## src/rtl/veda_ram_2r1w_if.sv

```systemverilog
`default_nettype none
// +----------------------------------------------------------------------+
// | veda_ram_2r1w_if                                                     |
// | Write port, two read ports and status strobes of veda_ram_2r1w.      |
// | Revision: 1.0                                                        |
// +----------------------------------------------------------------------+
interface veda_ram_2r1w_if #(
  parameter int DATA_W = 32,
  parameter int ADDR_W = 5
);
  logic              ready;
  logic              wr_en;
  logic [ADDR_W-1:0] wr_addr;
  logic [DATA_W-1:0] wr_data;
  logic              rd0_en;
  logic [ADDR_W-1:0] rd0_addr;
  logic [DATA_W-1:0] rd0_data;
  logic              rd0_valid;
  logic              rd1_en;
  logic [ADDR_W-1:0] rd1_addr;
  logic [DATA_W-1:0] rd1_data;
  logic              rd1_valid;
  logic              addr_err;
  logic              par_err;

  modport master (
    input  ready, rd0_data, rd0_valid, rd1_data, rd1_valid, addr_err, par_err,
    output wr_en, wr_addr, wr_data, rd0_en, rd0_addr, rd1_en, rd1_addr
  );

  modport slave (
    output ready, rd0_data, rd0_valid, rd1_data, rd1_valid, addr_err, par_err,
    input  wr_en, wr_addr, wr_data, rd0_en, rd0_addr, rd1_en, rd1_addr
  );
endinterface
`default_nettype wire

```

## src/rtl/veda_ram_2r1w.sv

```systemverilog
`default_nettype none
// +----------------------------------------------------------------------+
// | veda_ram_2r1w                                                        |
// | 1W/2R RAM, registered reads, write-first bypass, post-reset clear.   |
// | Optional per-word even parity: define VEDA_PARITY_EN.                |
// | Revision: 1.0                                                        |
// +----------------------------------------------------------------------+
module veda_ram_2r1w #(
  parameter int                DATA_W   = 32,
  parameter int                ADDR_W   = 5,
  parameter int                DEPTH    = 32,
  parameter logic [DATA_W-1:0] INIT_VAL = '0
) (
  input  wire logic      clk,
  input  wire logic      rst,
  veda_ram_2r1w_if.slave bus
);

  typedef enum logic [0:0] {
    ST_INIT = 1'b0,
    ST_RUN  = 1'b1
  } state_t;

  localparam logic [ADDR_W:0]   C_DEPTH = (ADDR_W+1)'(DEPTH);
  localparam logic [ADDR_W-1:0] C_LAST  = ADDR_W'(DEPTH-1);

  logic [DATA_W-1:0] mem [DEPTH];
`ifdef VEDA_PARITY_EN
  logic [DEPTH-1:0]  par_mem;
`endif

  state_t            state_q, state_d;
  logic [ADDR_W-1:0] init_ptr_q, init_ptr_d;
  logic              ready_q, ready_d;
  logic [DATA_W-1:0] rd_data_q [2];
  logic [DATA_W-1:0] rd_data_d [2];
  logic [1:0]        rd_valid_q, rd_valid_d;
  logic              addr_err_q, addr_err_d;
  logic              par_err_q, par_err_d;

  logic              w_wr_acc, w_wr_in, w_wr_do;
  logic [1:0]        w_rd_en;
  logic [ADDR_W-1:0] w_rd_addr [2];
  logic [1:0]        w_rd_in;
  logic [ADDR_W-1:0] w_rd_idx [2];

  assign w_rd_en      = {bus.rd1_en, bus.rd0_en};
  assign w_rd_addr[0] = bus.rd0_addr;
  assign w_rd_addr[1] = bus.rd1_addr;

  assign w_wr_acc = bus.wr_en & ready_q;
  assign w_wr_in  = {1'b0, bus.wr_addr} < C_DEPTH;
  assign w_wr_do  = w_wr_acc & w_wr_in;

  always_comb begin
    state_d    = state_q;
    init_ptr_d = init_ptr_q;
    case (state_q)
      ST_INIT: begin
        init_ptr_d = init_ptr_q + 1'b1;
        if (init_ptr_q == C_LAST) begin
          state_d    = ST_RUN;
          init_ptr_d = '0;
        end
      end
      ST_RUN:  state_d = ST_RUN;
      default: state_d = ST_INIT;
    endcase
    ready_d = (state_d == ST_RUN);
  end

  // Out-of-range reads index word 0 internally but always return zero.
  always_comb begin
    addr_err_d = w_wr_acc & ~w_wr_in;
    par_err_d  = 1'b0;
    rd_valid_d = '0;
    for (int k = 0; k < 2; k++) begin
      w_rd_in[k]   = {1'b0, w_rd_addr[k]} < C_DEPTH;
      w_rd_idx[k]  = w_rd_in[k] ? w_rd_addr[k] : '0;
      rd_data_d[k] = rd_data_q[k];
      if (w_rd_en[k] && ready_q) begin
        rd_valid_d[k] = 1'b1;
        if (!w_rd_in[k]) begin
          rd_data_d[k] = '0;
          addr_err_d   = 1'b1;
        end else if (w_wr_do && (bus.wr_addr == w_rd_addr[k])) begin
          rd_data_d[k] = bus.wr_data;
        end else begin
          rd_data_d[k] = mem[w_rd_idx[k]];
`ifdef VEDA_PARITY_EN
          if (par_mem[w_rd_idx[k]] != ^mem[w_rd_idx[k]]) begin
            par_err_d = 1'b1;
          end
`endif
        end
      end
    end
  end

  always_ff @(posedge clk or negedge rst) begin
    if (!rst) begin
      state_q      <= ST_INIT;
      init_ptr_q   <= '0;
      ready_q      <= 1'b0;
      rd_data_q[0] <= '0;
      rd_data_q[1] <= '0;
      rd_valid_q   <= '0;
      addr_err_q   <= 1'b0;
      par_err_q    <= 1'b0;
    end else begin
      state_q      <= state_d;
      init_ptr_q   <= init_ptr_d;
      ready_q      <= ready_d;
      rd_data_q[0] <= rd_data_d[0];
      rd_data_q[1] <= rd_data_d[1];
      rd_valid_q   <= rd_valid_d;
      addr_err_q   <= addr_err_d;
      par_err_q    <= par_err_d;
    end
  end

  // The array has no reset; the INIT sweep provides the known contents.
  always_ff @(posedge clk) begin
    if (state_q == ST_INIT) begin
      mem[init_ptr_q] <= INIT_VAL;
    end else if (w_wr_do) begin
      mem[bus.wr_addr] <= bus.wr_data;
    end
  end

`ifdef VEDA_PARITY_EN
  always_ff @(posedge clk) begin
    if (state_q == ST_INIT) begin
      par_mem[init_ptr_q] <= ^INIT_VAL;
    end else if (w_wr_do) begin
      par_mem[bus.wr_addr] <= ^bus.wr_data;
    end
  end
`endif

  assign bus.ready     = ready_q;
  assign bus.rd0_data  = rd_data_q[0];
  assign bus.rd0_valid = rd_valid_q[0];
  assign bus.rd1_data  = rd_data_q[1];
  assign bus.rd1_valid = rd_valid_q[1];
  assign bus.addr_err  = addr_err_q;
  assign bus.par_err   = par_err_q;

endmodule
`default_nettype wire

```

## src/flat_wrapper.sv

```systemverilog
// flat-port wrapper written by rule: the top's interface ports become plain ports
module veda_ram_2r1w_flat 
#(
  parameter int                DATA_W   = 32,
  parameter int                ADDR_W   = 5,
  parameter int                DEPTH    = 32,
  parameter logic [DATA_W-1:0] INIT_VAL = '0
)
  (clk, rst, bus_ready, bus_rd0_data, bus_rd0_valid, bus_rd1_data, bus_rd1_valid, bus_addr_err, bus_par_err, bus_wr_en, bus_wr_addr, bus_wr_data, bus_rd0_en, bus_rd0_addr, bus_rd1_en, bus_rd1_addr);
  veda_ram_2r1w_if #(.DATA_W(DATA_W), .ADDR_W(ADDR_W)) bus_i ();
  input  wire logic clk;
  input  wire logic rst;
  output wire logic [$bits(bus_i.ready)-1:0] bus_ready;
  output wire logic [$bits(bus_i.rd0_data)-1:0] bus_rd0_data;
  output wire logic [$bits(bus_i.rd0_valid)-1:0] bus_rd0_valid;
  output wire logic [$bits(bus_i.rd1_data)-1:0] bus_rd1_data;
  output wire logic [$bits(bus_i.rd1_valid)-1:0] bus_rd1_valid;
  output wire logic [$bits(bus_i.addr_err)-1:0] bus_addr_err;
  output wire logic [$bits(bus_i.par_err)-1:0] bus_par_err;
  input wire logic [$bits(bus_i.wr_en)-1:0] bus_wr_en;
  input wire logic [$bits(bus_i.wr_addr)-1:0] bus_wr_addr;
  input wire logic [$bits(bus_i.wr_data)-1:0] bus_wr_data;
  input wire logic [$bits(bus_i.rd0_en)-1:0] bus_rd0_en;
  input wire logic [$bits(bus_i.rd0_addr)-1:0] bus_rd0_addr;
  input wire logic [$bits(bus_i.rd1_en)-1:0] bus_rd1_en;
  input wire logic [$bits(bus_i.rd1_addr)-1:0] bus_rd1_addr;
  assign bus_ready = bus_i.ready;
  assign bus_rd0_data = bus_i.rd0_data;
  assign bus_rd0_valid = bus_i.rd0_valid;
  assign bus_rd1_data = bus_i.rd1_data;
  assign bus_rd1_valid = bus_i.rd1_valid;
  assign bus_addr_err = bus_i.addr_err;
  assign bus_par_err = bus_i.par_err;
  assign bus_i.wr_en = bus_wr_en;
  assign bus_i.wr_addr = bus_wr_addr;
  assign bus_i.wr_data = bus_wr_data;
  assign bus_i.rd0_en = bus_rd0_en;
  assign bus_i.rd0_addr = bus_rd0_addr;
  assign bus_i.rd1_en = bus_rd1_en;
  assign bus_i.rd1_addr = bus_rd1_addr;
  veda_ram_2r1w #(.DATA_W(DATA_W), .ADDR_W(ADDR_W), .DEPTH(DEPTH), .INIT_VAL(INIT_VAL)) u_core (.clk(clk), .rst(rst), .bus(bus_i));
endmodule
```

## config.mk

```make
export PLATFORM = sky130hd
export DESIGN_NAME = veda_ram_2r1w_flat
export DESIGN_NICKNAME = d
export VERILOG_FILES = /design/src/rtl/veda_ram_2r1w_if.sv /design/src/rtl/veda_ram_2r1w.sv /design/src/flat_wrapper.sv
export SDC_FILE = /design/constraint.sdc
export NUM_CORES = 1
export LEC_CHECK = 0
export CELL_PAD_IN_SITES_DETAIL_PLACEMENT = 1
export CELL_PAD_IN_SITES_GLOBAL_PLACEMENT = 1
export CORE_MARGIN = 5
export CORE_UTILIZATION = 44
export CTS_BUF_LIST = sky130_fd_sc_hd__clkbuf_4 sky130_fd_sc_hd__clkbuf_8
export DETAILED_ROUTE_END_ITERATION = 7
export HOLD_SLACK_MARGIN = 0.1
export PLACE_DENSITY = 0.69
export SKIP_CTS_REPAIR_TIMING = 1
export SLEW_MARGIN = 30
export SYNTH_ARGS = -nofsm -noshare
export SYNTH_HDL_FRONTEND = slang
export SYNTH_SLANG_ARGS = --single-unit
```

## constraint.sdc

```tcl
create_clock -name clk -period 3.6 [get_ports clk]
set_input_delay 0.72 -clock clk [delete_from_list [all_inputs] [get_ports clk]]
set_output_delay 0.72 -clock clk [all_outputs]
set_load 0.01 [all_outputs]
```

==> impl_results.md <==
- Status: completed
- Syn Area/Cell: ~17 um2
- Clock root cell: clkbuf_8
- Post-synth EDFFs: roughly 1000
- Fill cells: 10800
- Max Clock Freq: ~320 MHz
- Final Instance Area: just under 60000 um2
- DRC violations left: 0
- Final WL: ~190 mm
- Starting Density: 44.3%
- Total power: around 29 mW
- Pre-Repair DR Iteration Count: 8
- Share of layout cells above drive strength 1: a little over a quarter
- Critical-path cell list: and2_1 > mux2i_1 > nand2_1 > nor2_4 > buf_12
- Post-Synthesis Cell Area: 51400 um2
- CTS Buf Count: around 180
- Max-slew headroom: a little under a third
- Placed Cells: approximately 4600
- Ports: about 120
- Full die area: between 100000 and 150000 um2
- Mapped Cells: 3022
- GRT overflow: 0
- Crit Path Category: reg2reg
- Chip height: 352 um
- Hold Slack: between 0.4 and 0.5 ns
- CTS tree: done
- Required time of the critical path: 4.14 ns
- RSZ-0062 raised after global routing: no
- IO buf count: approximately 120
- Antenna violations before repair: 9
- Area of the multi-input gates: about 18000 um2
- Tmin final: between 3 and 4 ns
- Worst Setup Start Kind: flip-flop
- Final HPWL DP: about 120 mm
- Clock sink total: about 1100
- Register area share after synthesis: roughly 63%
- Crit-path slowest cell: dfrtp_2
- First-pass GRT wire length: approximately 270 mm
- Pre-CTS worst setup slack: between 0.15 and 0.2 ns
- Final Hold Vio Count: 0
- Pleak: around 21 nW
- Pins Over Slew Limit: 0
- Main synth FF type: edfxtp_1
- CTS Buffer Depth: 3
- Core Util, Final: roughly 51%
- Pwr per Cell Area: approximately 480 nW/um2
- # rows: around 130
- DP Area: 55900 um2
- Max Cap Viol: 0
- Final TNS setup: 0 ns
- Count of cell types in the netlist: 65
- Max VDD drop: around 0.00035 V
- CP Max Fanout: 27
- Final period util: between 80 and 90%
- Clock slew at reported path FFs: roughly 0.060 ns
- Worst Path Arrival: approximately 3.6 ns
- Insertion delay to the later sink of the worst-skew pair: between 0.8 and 0.9 ns
- Via count: 34600
- Skew final: approximately 0.037 ns
- Post-DR wirelength/cell: a little under 40 um
- Routability congestion estimate from global placement: 0.879
- Initial drt markers: ~4600
- Final ANT Viol Nets: 0
- Worst hold path type: in2async
- Yosys reg bits: around 1100
- Final setup vio count: 0
- Setup crit end kind: flip-flop
- Synth async-reset ratio: roughly 6.6%
- Fin cells: a little under 5000
- DR vias/cell: roughly 7
- # nets final: 3326
- Worst-margin pin slew: slightly above 1 ns
- Largest net degree at the start of global routing: 79
- Area growth syn-to-layout: 15.9%
- # H-tree levels: 4
- Core area: roughly 120000 um2
- Die W: roughly 350 um
- Final WS setup: 0.510 ns
- Crit-path max cell delay: roughly 0.72 ns
- Vias in the first global route: about 36000
- Total track usage: between 30 and 40%
- Register area: 32600 um2
- Synth Warn #: 0
-- routing by layer --
metal | vias up | share of wire (%) | GRT usage [%]
met4 | 2 | 5.4 | 14.3
met2 | 2511 | 46 | 47.7
met3 | 611 | 11 | 8.32
met1 | 18200 | 37 | 39.1
li1 | 13300 | - | -
met5 | - | 0.0068 | 0
-- logic make-up (layout without fill, tap and decap cells) --
logic type	count (synthesis)	after routing	synth area share (%)
AO/OA/AOI/OAI	529	529	7.41
XOR/XNOR	5	5	0.0998
adder cells (fa/ha/maj)	2	2	0.0486
buffers and inverters	271	674	3.03
flip-flops	1096	1096	63.3
multiplexers	708	708	21.6
other	1	9	0.00729
AND/OR/NAND/NOR	410	410	4.51
-- cell type report --
cell class              instances  area share [%]
flip-flops and latches       1096            54.6
multi-input cells            1656            29.7
repair buffers                330            6.19
clock buffers                 269            5.38
well taps                    1524            3.20
clock inverters                68           0.871
inverters                       7          0.0441
diodes                          7          0.0294
-- where the power goes --
group	total (mW)	internal, mW	switching (mW)
combinational	2.88	1.11	1.77
sequential	14.2	14.1	0.185
clock	11.4	6.16	5.22
-- cells in the mapped netlist (all sizes together) (18+ instances only) --
master     n  share of area [%]
o31ai     33               0.48
and4      31               0.53
nor2      72               0.53
and3      37               0.45
a41oi     32               0.54
edfxtp  1024                 60
nor4      18               0.22
o21ai     41               0.40
a22oi    224                3.3
and2      67               0.81
dfrtp     72                3.5
o22ai    128                1.6
a31oi     35               0.43
mux2i    385                7.5
nand3     99               0.96
buf      166                2.3
nand4     33               0.40
mux4     320                 14
clkbuf    98               0.72
-- worst max-delay path, delay by kind of cell (launching register included) --
family                 cells  cell delay (ns)
buffers and inverters      1             0.29
muxes                      1             0.49
and+or+nand+nor            3             1.25
DFF                        1             0.72
-- registers in the layout (all words and copies together), names as in the netlist --
name                 flops
u_core.bus.rd0_data     32
u_core.bus.rd1_data     32
u_core.init_ptr_q        5
u_core.mem            1024
u_core.rd_valid_q        2
u_core.state_q           1
-- path summary, 6_finish.rpt --
kind | startpoint | endpoint | slack (ns) | cells past startpoint
max | u_core.state_q | u_core.mem[1][14] | 0.51 | 5
min | rst | u_core.bus.rd1_data[7] | 0.49 | 2
max reg2reg | u_core.state_q | u_core.mem[1][14] | 0.51 | 5
min reg2reg | u_core.bus.rd1_data[5] | u_core.bus.rd1_data[5] | 0.61 | 3
max in group asynchronous | rst | u_core.bus.rd1_data[26] | 2.26 | 3
min in group clk | u_core.bus.rd1_data[5] | u_core.bus.rd1_data[5] | 0.61 | 3
-- cells in the final DEF, fill, tap and decap left out, types with 6 or more instances in the layout --
| cell type | Yosys | final |
|---|---|---|
| a2111oi_2 | 10 | 10 |
| a22oi_1 | 224 | 223 |
| a31oi_1 | 35 | 34 |
| a41oi_1 | 32 | 32 |
| and2_1 | 67 | 65 |
| and3_1 | 37 | 36 |
| and4_1 | 31 | 31 |
| buf_12 | 3 | 73 |
| buf_4 | 56 | 141 |
| bufinv_16 | 0 | 6 |
| clkbuf_4 | 0 | 79 |
| clkbuf_8 | 0 | 190 |
| clkdlybuf4s50_1 | 0 | 111 |
| clkinv_1 | 0 | 30 |
| clkinv_2 | 0 | 19 |
| dfrtp_1 | 72 | 71 |
| diode_2 | 0 | 7 |
| edfxtp_1 | 1024 | 1024 |
| inv_6 | 0 | 7 |
| mux2i_1 | 385 | 385 |
| mux4_2 | 316 | 316 |
| nand2_1 | 17 | 16 |
| nand3_1 | 99 | 99 |
| nand3b_1 | 7 | 7 |
| nand4_1 | 33 | 33 |
| nor2_1 | 72 | 37 |
| nor2_4 | 0 | 35 |
| nor4_1 | 18 | 18 |
| o21ai_0 | 11 | 11 |
| o21ai_1 | 30 | 30 |
| o22ai_1 | 128 | 128 |
| o31ai_1 | 33 | 33 |
| or3b_2 | 6 | 6 |
(Power assumes the default switching activity.)
